==> src/rtl/dmem_store_buffer_if.sv <==
// M-stage data-memory bus between the pipeline (master) and dmem_store_buffer (slave).
interface dmem_store_buffer_if #(
  parameter int SB_DEPTH = 4
);
  logic                      MemWriteM;
  logic                      MemReadM;
  logic [31:0]               ALUOutM;
  logic [31:0]               WriteDataM;
  logic [31:0]               DmmRD;
  logic                      StallM;
  logic [$clog2(SB_DEPTH):0] SbCount;

  modport master (
    output MemWriteM, MemReadM, ALUOutM, WriteDataM,
    input  DmmRD, StallM, SbCount
  );

  modport slave (
    input  MemWriteM, MemReadM, ALUOutM, WriteDataM,
    output DmmRD, StallM, SbCount
  );
endinterface

==> src/rtl/dmem_store_buffer.sv <==
// M-stage data memory: posted-store FIFO draining one entry per cycle into a word RAM.
// Define DMEM_BYPASS_EN to forward loads from buffered stores; otherwise matching loads stall.
module dmem_store_buffer #(
  parameter int RAM_AW   = 6,
  parameter int SB_DEPTH = 4
) (
  input logic                clk,
  input logic                reset,
  dmem_store_buffer_if.slave mem
);
  localparam int PW = $clog2(SB_DEPTH);
  typedef logic [PW-1:0] ptr_t;
  typedef logic [PW:0]   cnt_t;

  logic [31:0]       ram    [2**RAM_AW];
  logic [RAM_AW-1:0] sbIdx  [SB_DEPTH];
  logic [31:0]       sbData [SB_DEPTH];

  ptr_t              head;
  ptr_t              tail;
  cnt_t              count;
  ptr_t              pos;
  logic [RAM_AW-1:0] idx;
  logic              full;
  logic              enq;
  logic              drainEn;
  logic              hit;
  logic              loadStall;
  logic              unusedAddrBits;
`ifdef DMEM_BYPASS_EN
  logic [31:0]       fwdData;
`endif

  assign idx            = mem.ALUOutM[RAM_AW+1:2];
  assign unusedAddrBits = ^{mem.ALUOutM[31:RAM_AW+2], mem.ALUOutM[1:0]};
  assign full           = (count == cnt_t'(SB_DEPTH));
  assign enq            = !reset && mem.MemWriteM && !full;
  assign drainEn        = !reset && (count != '0);

  // Walk oldest to youngest so the last match (closest to tail) wins.
  always_comb begin
    hit = 1'b0;
    pos = head;
`ifdef DMEM_BYPASS_EN
    fwdData = '0;
`endif
    for (int unsigned k = 0; k < SB_DEPTH; k++) begin
      pos = head + ptr_t'(k);
      if ((cnt_t'(k) < count) && (sbIdx[pos] == idx)) begin
        hit = 1'b1;
`ifdef DMEM_BYPASS_EN
        fwdData = sbData[pos];
`endif
      end
    end
  end

  always_comb begin
`ifdef DMEM_BYPASS_EN
    loadStall = 1'b0;
    mem.DmmRD = (!reset && mem.MemReadM && hit) ? fwdData : ram[idx];
`else
    loadStall = !reset && mem.MemReadM && hit;
    mem.DmmRD = ram[idx];
`endif
    mem.StallM = (!reset && mem.MemWriteM && full) || loadStall;
  end

  assign mem.SbCount = count;

  always_ff @(posedge clk) begin
    if (reset) begin
      head  <= '0;
      tail  <= '0;
      count <= '0;
    end else begin
      if (enq) begin
        sbIdx[tail]  <= idx;
        sbData[tail] <= mem.WriteDataM;
        tail         <= tail + 1'b1;
      end
      if (drainEn) head <= head + 1'b1;
      case ({enq, drainEn})
        2'b10:   count <= count + 1'b1;
        2'b01:   count <= count - 1'b1;
        default: ;
      endcase
    end
  end

  // Drain write lands at the edge, so same-cycle reads still see the old word.
  always_ff @(posedge clk) begin
    if (drainEn) ram[sbIdx[head]] <= sbData[head];
  end
endmodule

==> src/flat_wrapper.sv <==
// flat-port wrapper written by rule: the top's interface ports become plain ports
module dmem_store_buffer_flat 
#(
  parameter int RAM_AW   = 6,
  parameter int SB_DEPTH = 4
)
  (clk, reset, mem_MemWriteM, mem_MemReadM, mem_ALUOutM, mem_WriteDataM, mem_DmmRD, mem_StallM, mem_SbCount);
  dmem_store_buffer_if #(.SB_DEPTH(SB_DEPTH)) mem_i ();
  input logic clk;
  input logic reset;
  input wire logic [$bits(mem_i.MemWriteM)-1:0] mem_MemWriteM;
  input wire logic [$bits(mem_i.MemReadM)-1:0] mem_MemReadM;
  input wire logic [$bits(mem_i.ALUOutM)-1:0] mem_ALUOutM;
  input wire logic [$bits(mem_i.WriteDataM)-1:0] mem_WriteDataM;
  output wire logic [$bits(mem_i.DmmRD)-1:0] mem_DmmRD;
  output wire logic [$bits(mem_i.StallM)-1:0] mem_StallM;
  output wire logic [$bits(mem_i.SbCount)-1:0] mem_SbCount;
  assign mem_i.MemWriteM = mem_MemWriteM;
  assign mem_i.MemReadM = mem_MemReadM;
  assign mem_i.ALUOutM = mem_ALUOutM;
  assign mem_i.WriteDataM = mem_WriteDataM;
  assign mem_DmmRD = mem_i.DmmRD;
  assign mem_StallM = mem_i.StallM;
  assign mem_SbCount = mem_i.SbCount;
  dmem_store_buffer #(.RAM_AW(RAM_AW), .SB_DEPTH(SB_DEPTH)) u_core (.clk(clk), .reset(reset), .mem(mem_i));
endmodule
==> config.mk <==
export PLATFORM = sky130hd
export DESIGN_NAME = dmem_store_buffer_flat
export DESIGN_NICKNAME = d
export VERILOG_FILES = /design/src/rtl/dmem_store_buffer_if.sv /design/src/rtl/dmem_store_buffer.sv /design/src/flat_wrapper.sv
export SDC_FILE = /design/constraint.sdc
export NUM_CORES = 2
export LEC_CHECK = 0
export CELL_PAD_IN_SITES_DETAIL_PLACEMENT = 0
export CELL_PAD_IN_SITES_GLOBAL_PLACEMENT = 1
export CORE_AREA = 2 2 437 439
export DETAILED_ROUTE_END_ITERATION = 7
export DIE_AREA = 0 0 439 441
export GPL_ROUTABILITY_DRIVEN = 0
export MAX_ROUTING_LAYER = met4
export PLACE_DENSITY_LB_ADDON = 0.1
export SYNTH_ARGS = -nofsm -noshare
export SYNTH_HDL_FRONTEND = slang
export SYNTH_SLANG_ARGS = --single-unit
==> constraint.sdc <==
create_clock -name clk -period 5.65 [get_ports clk]
set_input_delay 1.13 -clock clk [delete_from_list [all_inputs] [get_ports clk]]
set_output_delay 1.13 -clock clk [all_outputs]
set_load 0.01 [all_outputs]
# Word-level counts from Yosys, hierarchy flattened

Memory sizes are Yosys's and may differ from the RTL's. A register that Yosys moved wholly into a read port is not among the register bits.
Cells that the tools add are included.

Memories kept: 3
ROM bits: 0
Flip-flop bits (word level): 7
Bits in latches: 0
Memory bits (writable): 2200
Input bits: 68

Memory list:

| name          | words | bits a word | read ports | clocked after memory_dff | write ports | RTL line                | text |
|---|---|---|---|---|---|---|---|
| u_core.ram    | 64    | 32          | 1          | 0                        | 1           | dmem_store_buffer.sv:15 | `logic [31:0] ram [2**RAM_AW];` |
| u_core.sbData | 4     | 32          | 1          | 1                        | 1           | dmem_store_buffer.sv:17 | `logic [31:0] sbData [SB_DEPTH];` |
| u_core.sbIdx  | 4     | 6           | 4          | 1                        | 1           | dmem_store_buffer.sv:16 | `logic [RAM_AW-1:0] sbIdx [SB_DEPTH];` |

Equal/unequal tests: 7
Multipliers: 0
Divide/modulo/power cells: 0
Reduce and logical (&&, ||, !) cells: 15
Shift-type cells: 0
Magnitude comparators: 4
Muxes and demuxes: 14
Add/sub/neg operators: 6
Bitwise logic cells: 0

Operator list:

| cell                  | number |
|---|---|
| $eq A6 B6 Y1          | 4 |
| $logic_and A1 B1 Y1   | 10 |
| $mux W1               | 9 |
| $mux W2               | 4 |
| $lt A1 B3 Y1 const A  | 2 |
| $lt A2 B3 Y1 const A  | 2 |
| $pmux W3 S2           | 1 |
| $add A2 B1 Y2 const B | 2 |
| $add A2 B2 Y2 const B | 2 |
| $add A3 B1 Y3 const B | 1 |
| $eq A3 B3 Y1 const B  | 1 |
| $reduce_bool A3 Y1    | 1 |
| $sub A3 B1 Y3 const B | 1 |
| $eq A2 B1 Y1 const B  | 1 |
| $eq A2 B2 Y1 const B  | 1 |
| $logic_not A1 Y1      | 2 |
| $reduce_bool A2 Y1    | 1 |
| $logic_or A1 B1 Y1    | 1 |

# Depth between registers and ports, before layout

An unclocked memory read counts as a cell.

Word-level depth: 9
Gate-level depth with buffers: 10
Mapped depth without buffers: 8

# Worst setup path before layout

Ideal clock, no wire load.

Path kind: input to output
Start point: in mem_ALUOutM[2]
End point: out mem_DmmRD[10]
Data required time: 4520 ps
Buffers on the path: 3
Stages on the path: 6
Arrival: 3457 ps
Path slack: 1063 ps
Cell sequence: clkbuf_1 > buf_2 > buf_1 > mux4_2 > mux4_2 > mux4_2

Cells in the longest elaborated chain, start to end: 1

RTL lines:

| what               | RTL line           | text |
|---|---|---|
| start: declaration | flat_wrapper.sv:13 | `input wire logic [$bits(mem_i.ALUOutM)-1:0] mem_ALUOutM;` |
| $mem_v2 Z64 W32    | --                 |  |
| end: declaration   | flat_wrapper.sv:15 | `output wire logic [$bits(mem_i.DmmRD)-1:0] mem_DmmRD;` |

No other way between the ends.

# Worst setup path in the final report

Start point: in mem_ALUOutM[2]
End point: out mem_DmmRD[12]

The elaborated chain is that of the path after synthesis.

==> results.md <==
Yosys:
- In the post-synthesis netlist, the biggest area contributors are sky130_fd_sc_hd__edfxtp_1 (78%), sky130_fd_sc_hd__mux4_2 (19%), sky130_fd_sc_hd__clkbuf_1 (0.44%), sky130_fd_sc_hd__mux2i_1 (0.41%), sky130_fd_sc_hd__nor2_1 (0.35%).
- The average instance in the mapped netlist occupies 25.3 sq um.
- The post-synthesis cell area is 84,500 sq um.
- The number of nets handed over by synthesis was roughly 3,400.
- Counting every instance in the synthesized netlist gives 3,347.
- The sequential area share after synthesis is 78.4%.
- After synthesis, the largest area contributor takes up 78.1% of total cell area.
- In the synthesized netlist the dominant register cell turns out to be sky130_fd_sc_hd__edfxtp_1.
- For this run, asynchronously set or reset flops after synthesis account for 0%.
- The synthesis-stage register bit count is approximately 2,200.
- Of all cell types, the one taking the most synthesized area is sky130_fd_sc_hd__edfxtp_1.
- The count of distinct cell types in the synthesized netlist is 35.
- The count of flip-flops with a built-in enable after synthesis is 2,200.
- During synthesis, Yosys emitted a total of 0 warnings.

Critical path:
- In this run the worst path has a maximum fanout of 34.
- The data arrival at the endpoint of the critical path is 4.35 ns.
- The endpoint identified for the worst register-to-register timing path is u_core.ram[55][27].
- For the worst flop-to-flop path, the logic depth is 7.
- The capturing element type of the critical path is an output pin.
- By startpoint and endpoint, the worst setup path is classified as input port to output pin.
- The type of origin of the critical path is an input port.
- The register-to-register path setup slack is 1.76 ns.
- STA puts the critical path data required time at 4.52 ns.

Power:
- The net switching component of the power is 9.60 mW.
- The clock network fraction of total power is roughly 37%.
- Of the total power, registers draw 51.6%.
- The combinational cell fraction of total power is between 10% and 20%.
- IR analysis of the VDD net gives a maximum drop of 0.477 mV.
- Summed over all cells, the static leakage comes to around 30 nW.
- The internal portion of the total power is 30.0 mW.
- The switching power as a share of total power is 24.2%.
- For this design the ratio of total power to cell area is 406 nW/um^2.

Clock network:
- The CTS tree is yes.
- The clock net sink count is 2,209.
- The root cell of the clock tree is sky130_fd_sc_hd__clkbuf_16.
- The clock network latency to the later pin of the worst-skew pair is 0.85 ns.
- The clock-pin transition on the worst setup and hold timing paths is 0.06 ns.
- The maximum count of clock buffers along a single path is 3.
- The number of hold buffers added after CTS was 0.
- In this run the post-CTS setup repair buffer count came out at 0.
- The number of buffers created by CTS is 220.
- The H-tree level count is 4.
- The quantity of gates resized following cts is 0.

Floorplan:
- In this run the horizontal extent of the chip is 439 microns.
- 104 I/O pins were placed.
- The initial core utilization is 44.7%.
- The floorplan step set the die height to approximately 440 microns.
- The total die area is between 150,000 and 200,000 sq um.
- The number of core rows is 160.
- The core outline area is 189,000 sq um.

Status:
- The run finished with clean final reports.

Layout:
- Measured on the finished design, the core utilization comes to about half.
- From synthesis to final layout, the design area changed by 15.4%.
- The count of nets after finishing is ~3,700.
- The fraction of final layout cells sized beyond drive strength 1 is 33.4%.
- Counting the fill cells in the layout gives 14,400.

Min path:
- The number of cells on the worst hold path is 2.
- For hold timing, the worst endpoint is u_core.tail[1].
- The startpoint of the lowest-slack hold path is u_core.tail[1].
- In this run the worst hold path is classified as register to register.

Timing:
- The setup clock skew after layout is roughly 0.026 ns.
- Adding up every negative setup slack in the final design gives 0 ns.
- For the pin with the worst max-slew slack, the measured transition is 1.33 ns.
- Setup violations remaining at the end of the flow were counted as 0.
- Subtracting the final worst setup slack from the clock period gives 5.48 ns.
- The setup slack of the critical path after layout is 0.175 ns.
- The post-route fraction of the period consumed by the critical path is 96.9%.
- For this run, the top clock speed supported by timing is 183 MHz.
- The number of hold violations in the final report is 0.
- The worst relative slew slack is 11.1%.
- The total count of max-transition violations in the final report was 0.
- Setup repair after global routing left no endpoint under its margin.
- Final hold analysis gives a worst-case slack of approximately 0.55 ns.

Drt:
- The number of detailed-routing iterations run before antenna repair is 7.
- Once detail routing completed, the nets flagged for antenna violations numbered 0.
- The number of remaining DRC errors is 0.
- The total routed wirelength is 209,000 microns.
- The per-cell routed wire length is 32.8 microns.
- Summing over every cut layer, the via total after detailed routing is 37,600.
- The violation count after the first detailed-route iteration is 3,920.
- The routed via count divided by cell count is 5.91.

Global route:
- The initial antenna violation count is 21.
- The global-route wire length before repair is between 200,000 and 300,000 microns.
- The met3 usage is 2.71%.
- The number of global-route vias before repair came to roughly 40,000.
- In the global route stage, met2 resource usage came out at about 37%.
- The met1 routing resource usage after global routing is 30.7%.
- For this run, the total global-route usage over all layers was measured as a little under a quarter.
- The global routing stage identified its most utilized layer as met2.
- Entering global routing, the biggest net connects 78 pins.
- The leftover overflow at the end of global routing is 0.

Place:
- The pre-CTS setup slack is 0.136 ns.
- Summed over all nets, the half-perimeter wirelength after detailed placement is 121,000 microns.
- Port buffering added 77 buffers.

Run:
- The tool flagged a number of max-cap violations equal to 0.
[cells in the final DEF, fill, tap and decap left out, drive strengths merged, types with 19 or more instances in the layout]
| cell type | count |
|---|---|
| mux2i | 35 |
| nor2 | 78 |
| edfxtp | 2200 |
| clkdlybuf4s50 | 71 |
| mux4 | 706 |
| clkinv | 102 |
| bufinv | 29 |
| buf | 193 |
| nand2 | 19 |
| clkbuf | 266 |
| xor2 | 20 |
[cells by family after synthesis]
| family | after synthesis | synth area share (%) |
|---|---|---|
| flip-flops | 2209 | 78.4 |
| AND/OR/NAND/NOR | 135 | 0.705 |
| multiplexers | 743 | 19.2 |
| XOR/XNOR | 31 | 0.321 |
| AO/OA/AOI/OAI | 36 | 0.281 |
| buffers and inverters | 184 | 0.952 |
| adder cells (fa/ha/maj) | 9 | 0.133 |
[per-layer routing]
metal / share of wire [%] / routed length (microns)
met5: 0 / 0
met3: 5.1 / 10600
met1: 42 / 87600
met4: 2.4 / 4920
met2: 51 / 106000
[state kept, by name, summed over array words and instances (netlist names), named ones only]
name and flops:
u_core.ram 2048, u_core.sbData 128, u_core.sbIdx 24, u_core.mem.SbCount 3
u_core.head 2, u_core.tail 2
[critical path, stage by stage]
cell and delay, ns:
sky130_fd_sc_hd__buf_8 0.33, sky130_fd_sc_hd__buf_12 0.34, sky130_fd_sc_hd__buf_12 0.23, sky130_fd_sc_hd__mux4_2 0.53, sky130_fd_sc_hd__mux4_2 0.63, sky130_fd_sc_hd__mux4_2 0.56
sky130_fd_sc_hd__clkdlybuf4s50_1 0.50
[how the worst max path moves through the flow]
stage | startpoint | endpoint | slack [ns] | cells past startpoint
after floorplan | mem_ALUOutM[2] | mem_DmmRD[10] | 1.06 | 6
after global placement | mem_ALUOutM[2] | mem_DmmRD[21] | 0.15 | 11
after detailed placement | mem_ALUOutM[2] | mem_DmmRD[12] | 0.14 | 7
after CTS | mem_ALUOutM[2] | mem_DmmRD[12] | 0.13 | 7
after global routing | register | mem_StallM | 0.03 | 7
final | mem_ALUOutM[2] | mem_DmmRD[12] | 0.17 | 7
[cells in the mapped netlist (2+ instances only)]
cell / instances
sky130_fd_sc_hd__buf_1: 19
sky130_fd_sc_hd__buf_4: 11
sky130_fd_sc_hd__mux4_2: 706
sky130_fd_sc_hd__a211oi_1: 14
sky130_fd_sc_hd__edfxtp_1: 2200
sky130_fd_sc_hd__xnor2_1: 11
sky130_fd_sc_hd__buf_6: 2
sky130_fd_sc_hd__mux2_2: 2
sky130_fd_sc_hd__nor3_1: 2
sky130_fd_sc_hd__nor2_1: 78
sky130_fd_sc_hd__clkbuf_1: 99
sky130_fd_sc_hd__nand2b_1: 3
sky130_fd_sc_hd__ha_1: 9
sky130_fd_sc_hd__inv_1: 7
sky130_fd_sc_hd__a21oi_1: 13
sky130_fd_sc_hd__and2_1: 5
sky130_fd_sc_hd__buf_2: 46
sky130_fd_sc_hd__o31ai_1: 2
sky130_fd_sc_hd__nor2b_1: 13
sky130_fd_sc_hd__mux2i_1: 35
sky130_fd_sc_hd__nand2_1: 19
sky130_fd_sc_hd__a31oi_1: 2
sky130_fd_sc_hd__xor2_1: 20
sky130_fd_sc_hd__nand3_1: 6
sky130_fd_sc_hd__or3_1: 4
sky130_fd_sc_hd__nor3b_1: 2
sky130_fd_sc_hd__dfxtp_1: 9
[power by group through the flow]
stage               Combinational, mW  Sequential (mW)  Clock [mW]
finish                           4.55             20.4        14.6
global route                     4.96             20.5        15.6
CTS                              4.65             20.4        14.9
detailed placement               4.64             20.8           0
global placement                 4.37             20.7           0
floorplan                        2.56             20.7           0
[area by class of cell]
| class | instances | area [sq um] | share of cell area [%] |
|---|---|---|---|
| diodes | 6 | 15.0 | 0.0154 |
| clock buffers | 265 | 5720 | 5.86 |
| clock inverters | 143 | 1500 | 1.54 |
| inverters | 7 | 26.3 | 0.0269 |
| multi-input cells | 954 | 18000 | 18.4 |
| flip-flops and latches | 2209 | 66200 | 67.9 |
| well taps | 2511 | 3140 | 3.22 |
| repair buffers | 265 | 2920 | 2.99 |
[per-stage QoR]
| stage | power (mW) | cells | cell area (sq um) |
|---|---|---|---|
| 3_3_place_gp | 25.1 | 5946 | 90300 |
| 2_1_floorplan | 23.2 | 3347 | 84500 |
| 5_1_grt | 41.0 | 6355 | 97500 |
| 6_report | 39.6 | 6360 | 97500 |
| 4_1_cts | 40.0 | 6354 | 97500 |
| 3_5_place_dp | 25.4 | 5946 | 90300 |
Note: power is estimated with default switching activity, not from simulation.
